**src/rtl/sfence_sweep.sv**
```systemverilog
// sfence_sweep: walks a sync-read TLB tag array one entry per cycle, invalidating sfence.vma matches
package sfence_sweep_pkg;
  typedef struct packed {
    int unsigned XLEN;
  } cvw_t;
endpackage

module sfence_sweep
  import sfence_sweep_pkg::*;
#(
  parameter cvw_t P = '{XLEN: 64},
  parameter int ENTRIES = 32,
  parameter int VPN_BITS = 27,
  parameter int ASID_BITS = 16,
  localparam int IW = $clog2(ENTRIES)
)(
  input  logic                 clk,
  input  logic                 reset,
  input  logic                 SfenceReqM,
  input  logic                 StallM,
  input  logic                 FlushM,
  input  logic                 Rs1ZeroM,
  input  logic                 Rs2ZeroM,
  input  logic [P.XLEN-1:0]    VAddrM,
  input  logic [ASID_BITS-1:0] ASIDM,
  output logic                 EntryReadEn,
  output logic [IW-1:0]        EntryIdx,
  input  logic                 EntryValid,
  input  logic                 EntryGlobal,
  input  logic [VPN_BITS-1:0]  EntryVPN,
  input  logic [ASID_BITS-1:0] EntryASID,
  input  logic [1:0]           EntryPageType,
  output logic                 InvalEn,
  output logic [IW-1:0]        InvalIdx,
  output logic                 FlushAllM,
  output logic                 SweepStallM,
  output logic                 SweepDone
);
  typedef enum logic [1:0] {IDLE, SWEEP, DRAIN, DONE} state_t;
  state_t                r_state, w_next;
  logic [IW-1:0]         r_cnt, r_idx;
  logic [VPN_BITS-1:0]   r_vpn, w_mask;
  logic [ASID_BITS-1:0]  r_asid;
  logic                  r_rs1z, r_rs2z, r_flushall, r_rdvld, r_first;
  logic                  w_accept, w_addr_match, w_asid_match, w_unused;
  assign w_accept = (r_state == IDLE) & SfenceReqM & ~FlushM;
  assign w_unused = ^{VAddrM[P.XLEN-1:12+VPN_BITS], VAddrM[11:0]};
  assign w_mask = {VPN_BITS{1'b1}} << (5'd9 * {3'b0, EntryPageType});
  assign w_addr_match = r_rs1z | (((r_vpn ^ EntryVPN) & w_mask) == '0);
  assign w_asid_match = r_rs2z | (~EntryGlobal & (r_asid == EntryASID));
  // state register
  always_ff @(posedge clk) r_state <= reset ? IDLE : w_next;
  // next state: any flush outside IDLE abandons the sweep
  always_comb begin
    w_next = r_state;
    case (r_state)
      IDLE:    w_next = w_accept ? ((Rs1ZeroM & Rs2ZeroM) ? DONE : SWEEP) : IDLE;
      SWEEP:   w_next = FlushM ? IDLE : (r_cnt == IW'(ENTRIES - 1)) ? DRAIN : SWEEP;
      DRAIN:   w_next = FlushM ? IDLE : DONE;
      default: w_next = (FlushM | ~StallM) ? IDLE : DONE;
    endcase
  end
  // walk counter, compare-stage pipeline and captured fence operands
  always_ff @(posedge clk) begin
    if (reset) begin
      r_cnt      <= '0;
      r_idx      <= '0;
      r_rdvld    <= 1'b0;
      r_first    <= 1'b0;
      r_vpn      <= '0;
      r_asid     <= '0;
      r_rs1z     <= 1'b0;
      r_rs2z     <= 1'b0;
      r_flushall <= 1'b0;
    end else begin
      r_cnt   <= (r_state == SWEEP && w_next == SWEEP) ? r_cnt + 1'b1 : '0;
      r_rdvld <= (r_state == SWEEP) & ~FlushM;
      r_idx   <= r_cnt;
      r_first <= r_state != DONE;
      if (w_accept) begin
        r_vpn      <= VAddrM[12+VPN_BITS-1:12];
        r_asid     <= ASIDM;
        r_rs1z     <= Rs1ZeroM;
        r_rs2z     <= Rs2ZeroM;
        r_flushall <= Rs1ZeroM & Rs2ZeroM;
      end else if (r_state == DONE && w_next == IDLE) r_flushall <= 1'b0;
    end
  end
  // outputs decoded from state and the compare stage
  always_comb begin
    EntryReadEn = r_state == SWEEP;
    EntryIdx    = r_cnt;
    InvalEn     = r_rdvld & EntryValid & w_addr_match & w_asid_match;
    InvalIdx    = r_idx;
    SweepDone   = r_state == DONE;
    FlushAllM   = (r_state == DONE) & r_flushall & r_first;
    SweepStallM = SfenceReqM & ~FlushM & (r_state != DONE);
  end
endmodule

```
**config.mk**
```make
export PLATFORM = sky130hd
export DESIGN_NAME = sfence_sweep
export DESIGN_NICKNAME = d
export VERILOG_FILES = /design/src/rtl/sfence_sweep.sv
export SDC_FILE = /design/constraint.sdc
export NUM_CORES = 1
export LEC_CHECK = 0
export BUFFER_PORTS_ARGS = -buffer_cell sky130_fd_sc_hd__buf_4
export CAP_MARGIN = 10
export CORE_UTILIZATION = 47
export CTS_CLUSTER_SIZE = 8
export DETAILED_ROUTE_END_ITERATION = 8
export PLACE_DENSITY = 0.85
export SLEW_MARGIN = 20
export SYNTH_ARGS = -nofsm -noshare
export SYNTH_HDL_FRONTEND = slang
export SYNTH_SLANG_ARGS = --single-unit
```
**constraint.sdc**
```tcl
create_clock -name clk -period 2.34 [get_ports clk]
set_input_delay 0.468 -clock clk [delete_from_list [all_inputs] [get_ports clk]]
set_output_delay 0.468 -clock clk [all_outputs]
set_load 0.005 [all_outputs]
```
== After elaboration in Yosys (flattened, before gate mapping) ==
Cells that the tools add are included.
Word-level totals
  register bits: 60
  bits of input ports: 134
  output and inout bits: 15
  logic and storage cells: 57
Operators by class
  add/sub/neg operators: 1
  multipliers: 1
  equality and inequality tests: 7
  shift operators: 1
  multiplexer cells: 9
  bitwise logic cells: 21
  reduce and logical (&&, ||, !) cells: 7
Operator list (number)
  27-bit AND: 1
  27-bit zero test: 1
  27-bit by 5-bit left shift with 27-bit output (first input constant): 1
  27-bit XOR: 1
  16-bit == test: 1
  1-bit AND: 12
  2-bit two-way mux: 6
  2-bit case mux with 3 select lines: 1
  5-bit by 1-bit adder with 5-bit output (second input constant): 1
  5-bit == test (second input constant): 1
  4-bit by 2-bit multiplier with 5-bit output (first input constant): 1
  2-bit by 1-bit == test with 1-bit output (second input constant): 2
  2-bit == test (second input constant): 2
  2-bit zero test: 2
  1-bit inverter: 4
  1-bit bitwise OR: 3
  1-bit logical AND: 2
  1-bit two-way mux: 2
  2-bit inequality test (second input constant): 1
  2-bit nonzero test: 1
  2-bit OR reduction: 1

== Longest topological paths before layout ==
Gate-level depths: netlist (run 1).
  word-level depth: 9
  depth in mapped cells: 6
  gate-level depth less buffers: 6

== Worst setup path after synthesis (run 1) ==
No wires, ideal clock.
  kind: input to output
  start: input port EntryVPN[23]
  end: output port InvalEn
  arrival: 1.423 ns
  data required time: 1.872 ns
  path slack: 0.449 ns
  stages on the path: 5
  path buffers: 0
  cell sequence: xor2_1 -> nor4_2 -> nand4_1 -> nor4_1 -> o311a_1
On the way
  word-level cells in the longest chain between the ends: 6
Ends and longest elaborated chain
  start: declaration: line 30  | input logic [VPN_BITS-1:0] EntryVPN,
  27-bit XOR: line 49  | assign w_addr_match = r_rs1z | (((r_vpn ^ EntryVPN) & w_mask) == '0);
  27-bit AND: line 49
  27-bit zero test: line 49
  1-bit bitwise OR: line 49
  1-bit AND (2 in a row): line 93  | InvalEn = r_rdvld & EntryValid & w_addr_match & w_asid_match;
  end: declaration: line 33  | output logic InvalEn,
Every way passes these cells.

== Worst setup path in the final report (run 1) ==
  start: register r_vpn[12]
  end: output port InvalEn
On the way
  word-level cells in the longest chain between the ends: 6
Ends and longest elaborated chain
  start: declaration: line 42  | logic [VPN_BITS-1:0] r_vpn, w_mask;
  start signal: assignment: line 81  | r_vpn <= VAddrM[12+VPN_BITS-1:12];
  27-bit XOR: line 49
  27-bit AND: line 49
  27-bit zero test: line 49
  1-bit bitwise OR: line 49
  1-bit AND (2 in a row): line 93
Every way passes these cells.

==> results of run 1 <==
==> registers in the layout (all words and copies together), names as in the netlist <==
register and flops:
r_vpn 27, r_asid 16, EntryIdx 5, InvalIdx 5, r_state 2, r_first 1
r_flushall 1, r_rdvld 1, r_rs1z 1, r_rs2z 1
==> critical path: stages, from the launching register on <==
cell     delay (ns)
dfxtp_1        0.33
xor2_1         0.17
nor4_2         0.30
nand4_1        0.12
nor4_1         0.30
o311a_1        0.18
buf_4          0.11
==> cells by family after synthesis <==
| group | Yosys count | share of synthesized area (%) |
|---|---|---|
| buf+inv | 17 | 3.42 |
| flops | 60 | 45.6 |
| simple gates | 138 | 23.7 |
| fa+ha+maj | 2 | 0.951 |
| xor+xnor | 45 | 15.0 |
| compound gates | 54 | 11.3 |
==> area by class of cell <==
type                            instances  area [sq um]  area share (%)
Tap cell                               70          87.6            2.36
Sequential cell                        60          1200            32.3
Clock inverter                          2          35.0           0.942
Timing Repair Buffer                  114           868            23.4
Inverter                                1          3.75           0.101
Multi-Input combinational cell        239          1370            36.8
Clock buffer                           12           155            4.17
==> metrics by stage <==
stage | std cells | worst slack, ns | util (%)
after floorplan | 316 | 0.449 | -
after global placement | 484 | 0.0372 | 66.9
after detailed placement | 484 | 0.0491 | 66.9
after CTS | 498 | 0.00796 | 70.5
after global routing | 498 | -0.0381 | 71.0
final | 498 | 0.0416 | 71.0
==> power by group <==
| group | switching (mW) | leakage (nW) | total, mW | internal (mW) |
|---|---|---|---|---|
| Clock | 0.361 | 0.0983 | 0.897 | 0.537 |
| Sequential | 0.0270 | 0.489 | 1.09 | 1.06 |
| Combinational | 0.138 | 1.07 | 0.316 | 0.178 |
==> what timing repair did <==
item / in CTS / in global routing
resized for setup: 1 / 4
pin swaps: 3 / 0
setup endpoints to repair: 1 / 1
==> metal layers <==
layer  share of wire, %  wire length (um)  up-vias
met5                  0                 0        -
met4                1.7               107        0
met3                5.6               356       10
met2                 50              3180       79
met1                 42              2680     1089
li1                   -                 -     1252
==> cells in the mapped netlist, types with 2 or more instances <==
| master | count |
|---|---|
| o21ai_0 | 2 |
| nand3_1 | 3 |
| nor2_1 | 8 |
| nor4_1 | 7 |
| a21oi_1 | 46 |
| nand2b_1 | 4 |
| buf_6 | 2 |
| nand2_1 | 93 |
| nand4_1 | 3 |
| and2_1 | 2 |
| xnor2_1 | 11 |
| ha_1 | 2 |
| xor2_1 | 34 |
| dfxtp_1 | 60 |
| nor2b_1 | 6 |
| and3_1 | 2 |
| clkbuf_1 | 7 |
| buf_2 | 6 |
| nor3_1 | 5 |
==> worst min-delay path by stage <==
stage | slack (ns) | to | from | cells after the start
global route | 0.37 | r_state[0] | FlushM | 2
CTS | 0.35 | r_state[0] | FlushM | 2
global placement | 0.44 | r_rs2z | r_rs2z | 2
floorplan | 0.44 | r_rs2z | r_rs2z | 2
finish | 0.36 | r_state[0] | FlushM | 2
detailed placement | 0.46 | r_rs2z | r_rs2z | 2
==> metrics.cfg, run 1 <==
[routing]
viasPerCell=4.88
drtPass1Iterations=4
ant_nets=0
drtIter0Drc=106
vias=2430
route.detailed.drc=0
wl_um=6330
wl_per_cell_um=12.7

[global_route]
global_route.usage.total_pct=21.0
grt_overflow=0
grt-busiest-layer=met2
met1_usage_pct=24.5
grt_max_degree=46
grt_pass1_vias=2270
use_met3_pct=4.64
antenna_found_initial=0
use_met2_pct=35.8
grt_pass1_wl_um=9730

[synth]
avgSynthCellArea_sq_um=8.33
ys_warn_count=0
synthFlopType=dfxtp_1
synth_edf_count=0
yosysTopAreaCellShare_pct=45.6
syn_area_sq_mm=0.00263
syn-num-nets=452
synth_area_leader_cell=dfxtp_1
ys_types=32
synth_area_leaders=dfxtp_1 (46%), nand2_1 (13%), xor2_1 (11%)
async_reset_ff_share_pct=0
synthCells=316
synth-seq-area-share_pct=45.6
synth-seq-cells=60

[min_path]
hold_path.class=primary input to flop

[setup_path]
critPathKind=flop to output port
cp.required_ns=1.87
rr_endpoint=r_flushall
r2r_cells=3
timing.rr.start=r_state[1]
cp.arrival_ns=1.83
crit_start=r_vpn[12]
crit_path_max_fanout=2
crit_end=InvalEn
start_kind=flop
r2r_slack_ns=0.76
crit_path_end_kind=output port

[sta]
tns_ns=0
final_hold_viol_count=0
period_share_pct=98.2
max_freq_mhz=435
worst_pin_slew_ns=0.470
holdWs_ns=0.362
slew_headroom_pct=68.7
grt_setup_unrepaired=yes
drv_slew=0
setup_viol=0
period_minus_slack_ns=2.30
clock_skew_ns=0.00653

[pwr]
power_mw=2.30
leakage_nw=1.66
vdd_ir_drop_max_mv=0.420
powerDensity_mw_per_mm2=619

[cts]
cts_tree=yes
clock_latency_ns=0.32
clk_path_buf_depth=2
cts_setup_buffers=0
cts_buffers=9
cts_root_buf=clkbuf_8
clock-sinks=60
cts_hold_buf=0
path_clk_slew_ns=0.06
h-tree-depth=3

[die]
die_h_um=76.8
dieArea_sq_mm=0.00590
rows=26
core-area_sq_mm=0.00524
start_util_pct=50.2
ios=149
fp.dieW_um=76.8

[place]
hpwlAfterDp_um=4570
numPortBuffers=111
place_area_sq_mm=0.00350
gp_congestion=0.763

[finish]
fill_cells=414
n_antenna_cell=0
stdcell_area_sq_mm=0.00372
final_nets=561
final_common_cell=buf_4
syn_to_final_growth_pct=41.3
drive_above_1_share_pct=31.8
final_cell_mix=buf_4 (113), nand2_1 (93), dfxtp_1 (60)

[flow_run]
cap_violations=0

[status]
status=complete, no violations

(Power assumes the default switching activity.)
==> inputs of run 2 (changes only) <==
--- a/config.mk
+++ b/config.mk
@@ -7,10 +7,11 @@
 export LEC_CHECK = 0
 export BUFFER_PORTS_ARGS = -buffer_cell sky130_fd_sc_hd__buf_4
 export CAP_MARGIN = 10
-export CORE_UTILIZATION = 47
+export CORE_UTILIZATION = 49
+export CTS_BUF_LIST = sky130_fd_sc_hd__clkbuf_4 sky130_fd_sc_hd__clkbuf_8
 export CTS_CLUSTER_SIZE = 8
 export DETAILED_ROUTE_END_ITERATION = 8
-export PLACE_DENSITY = 0.85
+export PLACE_DENSITY = 0.88
 export SLEW_MARGIN = 20
 export SYNTH_ARGS = -nofsm -noshare
 export SYNTH_HDL_FRONTEND = slang
==> metrics.cfg, run 2 (same netlist as run 1, synthesis figures left out) <==
[status]
status=complete, no violations  ; unchanged

[sta]
holdWs_ns=0.350  ; was 0.362 ns
max_freq_mhz=433  ; was 435 MHz
clock_skew_ns=0.00656  ; was 0.00653 ns
drv_slew=0  ; unchanged
layout_setup_ws_ns=0.0291  ; was 0.0416 ns
period_share_pct=98.8  ; was 98.2%
grt_setup_unrepaired=yes  ; unchanged
slew_headroom_pct=61.8  ; was 68.7%
setup_viol=0  ; unchanged
final_hold_viol_count=0  ; unchanged
worst_pin_slew_ns=0.573  ; was 0.470 ns
period_minus_slack_ns=2.31  ; was 2.30 ns

[setup_path]
cp.required_ns=1.87  ; about the same
r2r_slack_ns=0.77  ; was 0.76 ns
cp.arrival_ns=1.84  ; was 1.83 ns
start_kind=flop  ; unchanged
crit_path_max_fanout=2  ; unchanged
rr_endpoint=r_vpn[1]  ; was r_flushall
critPathKind=flop to output port  ; unchanged
r2r_cells=4  ; was 3
timing.rr.start=r_state[1]  ; unchanged
crit_path_end_kind=output port  ; unchanged

[cts]
cts_root_buf=clkbuf_8  ; unchanged
cts_setup_buffers=0  ; unchanged
clock-sinks=60  ; unchanged
clock_latency_ns=0.32  ; about the same
path_clk_slew_ns=0.07  ; was 0.06 ns
cts_tree=yes  ; unchanged
h-tree-depth=3  ; unchanged
cts_buffers=9  ; unchanged
clk_path_buf_depth=2  ; unchanged

[finish]
multi_input_area_sq_mm=0.00135  ; was 0.00137 sq mm
final_nets=561  ; unchanged
drive_above_1_share_pct=31.9  ; was 31.8%
syn_to_final_growth_pct=39.8  ; was 41.3%
regArea_sq_mm=0.00120  ; about the same
final_cell_mix=buf_4 (114), nand2_1 (93), dfxtp_1 (59)  ; was buf_4 (113), nand2_1 (93), dfxtp_1 (60)
largest_register_ffs=27  ; unchanged
final_common_cell=buf_4  ; unchanged
largestRegisters=r_vpn x27, r_asid x16  ; unchanged
fin_util_pct=71.6  ; was 71.0%
n_antenna_cell=0  ; unchanged
regMostFlops=r_vpn  ; unchanged
fill_cells=432  ; was 414

[place]
preCtsSetupSlack_ns=0.0602  ; was 0.0491 ns
gp_congestion=0.777  ; was 0.763
hpwlAfterDp_um=4640  ; was 4570 um
numPortBuffers=111  ; unchanged

[routing]
ant_nets=0  ; unchanged
wl_um=6630  ; was 6330 um
route.detailed.drc=0  ; unchanged
wl_per_cell_um=13.3  ; was 12.7 um
drtPass1Iterations=6  ; was 4
viasPerCell=4.92  ; was 4.88
drtIter0Drc=129  ; was 106
dr_wl_met3_um=375  ; was 356 um
wl_met1_um=2730  ; was 2680 um
top_layer=met4  ; unchanged
routed-wl-met2_um=3370  ; was 3180 um
vias=2453  ; was 2430

[die]
rows=26  ; unchanged
dieArea_sq_mm=0.00567  ; was 0.00590 sq mm
ios=149  ; unchanged
fp.dieW_um=75.3  ; was 76.8 um
start_util_pct=51.2  ; was 50.2%
die_h_um=75.3  ; was 76.8 um
core-area_sq_mm=0.00514  ; was 0.00524 sq mm

[global_route]
grt_max_degree=56  ; was 46
grt_overflow=0  ; unchanged
global_route.usage.total_pct=23.6  ; was 21.0%
antenna_found_initial=0  ; unchanged
grt_pass1_wl_um=9910  ; was 9730 um
grt_pass1_vias=2256  ; was 2270

[min_path]
hold_end=r_state[0]  ; unchanged
min_from=FlushM  ; unchanged
min_path_cells=2  ; unchanged
hold_path.class=primary input to flop  ; unchanged

[pwr]
vdd_ir_drop_max_mv=0.376  ; was 0.420 mV
leakage_nw=1.65  ; was 1.66 nW
powerDensity_mw_per_mm2=609  ; was 619 mW/mm^2

[flow_run]
cap_violations=0  ; unchanged

==> run 2: worst max-delay path by stage <==
stage	start	end	slack, ns	depth (start not counted)
2_1_floorplan	EntryVPN[23]	InvalEn	0.45	5
3_3_place_gp	EntryASID[14]	InvalEn	0.09	7
3_5_place_dp	EntryVPN[23]	InvalEn	0.06	7
4_1_cts	r_vpn[10]	InvalEn	0.02	6
5_1_grt	r_vpn[14]	InvalEn	-0.03	6
6_report	r_vpn[12]	InvalEn	0.03	6
==> run 2: area by class of cell <==
cell class,instances,area share (%)
Multi-Input combinational cell,239,36.8
Clock buffer,13,4.52
Tap cell,70,2.38
Clock inverter,2,0.272
Timing Repair Buffer,114,23.3
Sequential cell,60,32.7
Inverter,1,0.102
==> run 2: layer usage <==
metal / global-route usage (%) / vias to the layer above
met1: 27.8 / 1099
met3: 6.29 / 20
li1: - / 1253
met2: 39.9 / 81
met4: 10.9 / 0
met5: 0 / -
==> run 2: critical path: stages (launching register included) <==
cell	delay [ns]
dfxtp_1	0.32
xor2_1	0.16
nor4_2	0.30
nand4_1	0.14
nor4_2	0.31
o311a_1	0.17
buf_4	0.11
==> run 2: what timing repair did <==
action | in CTS | in global routing
setup endpoints to repair | 1 | 1
hold buffers | 0 | 0
pin swaps | 2 | 2
gates resized for setup | 3 | 1
==> run 2: metrics by stage <==
stage | instance area (sq um) | setup TNS [ns] | cells | power [mW]
floorplan | 2630 | 0 | 316 | 1.26
global placement | 3490 | 0 | 484 | 1.41
detailed placement | 3490 | 0 | 484 | 1.42
CTS | 3680 | 0 | 499 | 2.25
global route | 3680 | -0.0297 | 499 | 2.34
finish | 3680 | 0 | 499 | 2.24
==> run 2: power breakdown <==
| part | internal (mW) | total [mW] | switching, mW |
|---|---|---|---|
| Combinational | 0.175 | 0.310 | 0.135 |
| Sequential | 1.06 | 1.09 | 0.0278 |
| Clock | 0.457 | 0.840 | 0.383 |
==> inputs of run 3 (changes only) <==
--- a/config.mk
+++ b/config.mk
@@ -5,13 +5,14 @@
 export SDC_FILE = /design/constraint.sdc
 export NUM_CORES = 1
 export LEC_CHECK = 0
+export ABC_AREA = 1
 export BUFFER_PORTS_ARGS = -buffer_cell sky130_fd_sc_hd__buf_4
 export CAP_MARGIN = 10
-export CORE_UTILIZATION = 49
+export CORE_UTILIZATION = 51
 export CTS_BUF_LIST = sky130_fd_sc_hd__clkbuf_4 sky130_fd_sc_hd__clkbuf_8
 export CTS_CLUSTER_SIZE = 8
 export DETAILED_ROUTE_END_ITERATION = 8
-export PLACE_DENSITY = 0.88
+export PLACE_DENSITY_LB_ADDON = 0.1
 export SLEW_MARGIN = 20
 export SYNTH_ARGS = -nofsm -noshare
 export SYNTH_HDL_FRONTEND = slang
==> metrics.cfg, run 3 <==
[status]
status=complete, no violations  ; unchanged

[cts]
clock_latency_ns=0.33  ; was 0.32 ns
clock-sinks=60  ; unchanged
path_clk_slew_ns=0.08  ; was 0.07 ns
cts_resized=0  ; was 3
h-tree-depth=3  ; unchanged
cts_root_buf=clkbuf_8  ; unchanged
clk_path_buf_depth=2  ; unchanged
cts_buffers=9  ; unchanged
cts_hold_buf=0  ; unchanged
cts_tree=yes  ; unchanged
cts_setup_buffers=0  ; unchanged

[min_path]
min_path_cells=3  ; was 2
min_from=VAddrM[38]  ; was FlushM
hold_path.class=primary input to flop  ; unchanged
hold_end=r_vpn[26]  ; was r_state[0]

[finish]
n_antenna_cell=0  ; unchanged
largest_register_ffs=27  ; unchanged
regMostFlops=r_vpn  ; unchanged
final_nets=696  ; was 561
syn_to_final_growth_pct=37.4  ; was 39.8%
final_cell_mix=nand2_1 (122), buf_4 (111), inv_1 (76)  ; was buf_4 (114), nand2_1 (93), dfxtp_1 (59)
drive_above_1_share_pct=24.1  ; was 31.9%
final_common_cell=nand2_1  ; was buf_4
largestRegisters=r_vpn x27, r_asid x16  ; unchanged

[die]
fp.dieW_um=78.0  ; was 75.3 um
dieArea_sq_mm=0.00609  ; was 0.00567 sq mm
ios=149  ; unchanged
die_h_um=78.0  ; was 75.3 um
start_util_pct=53.2  ; was 51.2%
rows=27  ; was 26
core-area_sq_mm=0.00554  ; was 0.00514 sq mm

[setup_path]
cp.arrival_ns=1.60  ; was 1.84 ns
critPathKind=primary input to output port  ; was flop to output port
timing.rr.start=r_state[1]  ; unchanged
start_kind=primary input  ; was flop
r2r_slack_ns=0.58  ; was 0.77 ns
crit_path_max_fanout=9  ; was 2
cp.required_ns=1.87  ; about the same
rr_endpoint=r_vpn[8]  ; was r_vpn[1]
r2r_cells=5  ; was 4
crit_path_end_kind=output port  ; unchanged
crit_start=EntryPageType[1]  ; was r_vpn[12]

[sta]
drv_slew=0  ; unchanged
setup_viol=0  ; unchanged
period_minus_slack_ns=2.07  ; was 2.31 ns
clock_skew_ns=0.00649  ; was 0.00656 ns
period_share_pct=88.3  ; was 98.8%
layout_setup_ws_ns=0.274  ; was 0.0291 ns
slew_headroom_pct=65.2  ; was 61.8%
worst_pin_slew_ns=0.522  ; was 0.573 ns
max_freq_mhz=484  ; was 433 MHz
tns_ns=0  ; unchanged
grt_setup_unrepaired=no  ; was yes
final_hold_viol_count=0  ; unchanged

[synth]
syn-num-nets=586  ; was 452
yosys.area_share.adder_pct=0.849  ; was 0.951%
syn_area_sq_mm=0.00295  ; was 0.00263 sq mm
synth_top_family_by_area=simple AND/OR/NAND/NOR gates  ; unchanged
avgSynthCellArea_sq_um=6.55  ; was 8.33 sq um
synth_simple_gate_area_share_pct=26.7  ; was 23.7%
yosysTopAreaCellShare_pct=40.8  ; was 45.6%
synth-seq-cells=60  ; unchanged
synth_mux_area_share_pct=0  ; unchanged
ys_warn_count=0  ; unchanged
synth-seq-area-share_pct=40.8  ; was 45.6%
synthCells=450  ; was 316
synth_compound_area_share_pct=16.1  ; was 11.3%
synth-xor-area-share_pct=2.68  ; was 15.0%
synth_area_leader_cell=dfxtp_1  ; unchanged
yosysMostFrequentCell=nand2_1  ; unchanged
synthFlopType=dfxtp_1  ; unchanged
async_reset_ff_share_pct=0  ; unchanged
synth_edf_count=0  ; unchanged
ys_types=25  ; was 32
synth_area_leaders=dfxtp_1 (41%), nand2_1 (16%), inv_1 (9.7%)  ; was dfxtp_1 (46%), nand2_1 (13%), xor2_1 (11%)
synth_common_cells=nand2_1 (122), inv_1 (76), dfxtp_1 (60)  ; was nand2_1 (93), dfxtp_1 (60), a21oi_1 (46)

[pwr]
vdd_ir_drop_max_mv=0.432  ; was 0.376 mV
leakage_nw=1.99  ; was 1.65 nW
powerDensity_mw_per_mm2=628  ; was 609 mW/mm^2

[global_route]
grt_max_degree=62  ; was 56
antenna_found_initial=0  ; unchanged
grt_pass1_vias=2795  ; was 2256
grt_pass1_wl_um=11200  ; was 9910 um
global_route.usage.total_pct=23.5  ; was 23.6%
grt_overflow=0  ; unchanged

[routing]
viasPerCell=4.72  ; was 4.92
drtIter0Drc=102  ; was 129
vias=3007  ; was 2453
ant_nets=0  ; unchanged
wl_per_cell_um=10.7  ; was 13.3 um
route.detailed.drc=0  ; unchanged
drtPass1Iterations=4  ; was 6
wl_um=6830  ; was 6630 um

[flow_run]
cap_violations=0  ; unchanged

[place]
hpwlAfterDp_um=5020  ; was 4640 um
numPortBuffers=111  ; unchanged
preCtsSetupSlack_ns=0.267  ; was 0.0602 ns
gp_congestion=0.811  ; was 0.777

## run 3: cell count changes in the layout (fill, tap and decap cells not counted), moves of 8 or more
cell and change:
xnor2_1 -8, o21ai_0 +41, inv_1 +75, nand2_1 +29, nand3_1 +22, nor2_1 +32
xor2_1 -28
## run 3: worst max-delay path, cell delays in order
cell     delay (ns)
buf_4          0.13
nor2_2         0.32
nand3_1        0.12
nand2_1        0.08
nor2_1         0.04
nand2_1        0.06
nor2_1         0.06
a21oi_1        0.12
nor2_1         0.05
buf_4          0.13
## run 3: cells by family (layout without fill, tap and decap cells)
group,Yosys count,in the layout
xor gates and xnor gates,9,9
DFF,60,60
buffers and inverters,92,207
adders and majority gates,2,2
and+or+nand+nor,194,194
AOI/OAI and AO/OA,93,93
## run 3: per-layer routing
metal | global-route usage, % | routed length (um) | vias to the layer above
li1 | - | - | 1619
met2 | 42.7 | 3430 | 76
met1 | 25.7 | 2890 | 1303
met3 | 5.93 | 416 | 9
met4 | 10.6 | 103 | 0
met5 | 0 | 0 | -
## run 3: worst max path at each step
stage / endpoint
final: InvalEn
after global routing: InvalEn
after CTS: InvalEn
after detailed placement: InvalEn
after global placement: InvalEn
after floorplan: InvalEn
## run 3: through the flow
step                      power, mW  cells  hold WS [ns]  utilization, %  area (sq um)
after CTS                      2.56    637         0.379            73.1          4050
after detailed placement       1.52    621         0.442            69.0          3820
after global placement         1.51    621         0.436            69.0          3820
after floorplan                1.34    450         0.430               -          2950
final                          2.54    637         0.386            73.1          4050
after global routing           2.67    637         0.386            73.1          4050
## run 3: area by class of cell
class / instances / area, sq um
Clock buffer: 9 / 124
Tap cell: 72 / 90.1
Sequential cell: 60 / 1200
Fill cell: 500 / 1490
Clock inverter: 7 / 101
Timing Repair Buffer: 113 / 873
Multi-Input combinational cell: 298 / 1360
Inverter: 78 / 295
## run 3: power by group
group	leakage (nW)	total [mW]	internal, mW	switching [mW]
Combinational	1.40	0.396	0.201	0.195
Clock	0.106	1.04	0.604	0.435
Sequential	0.492	1.11	1.08	0.0268
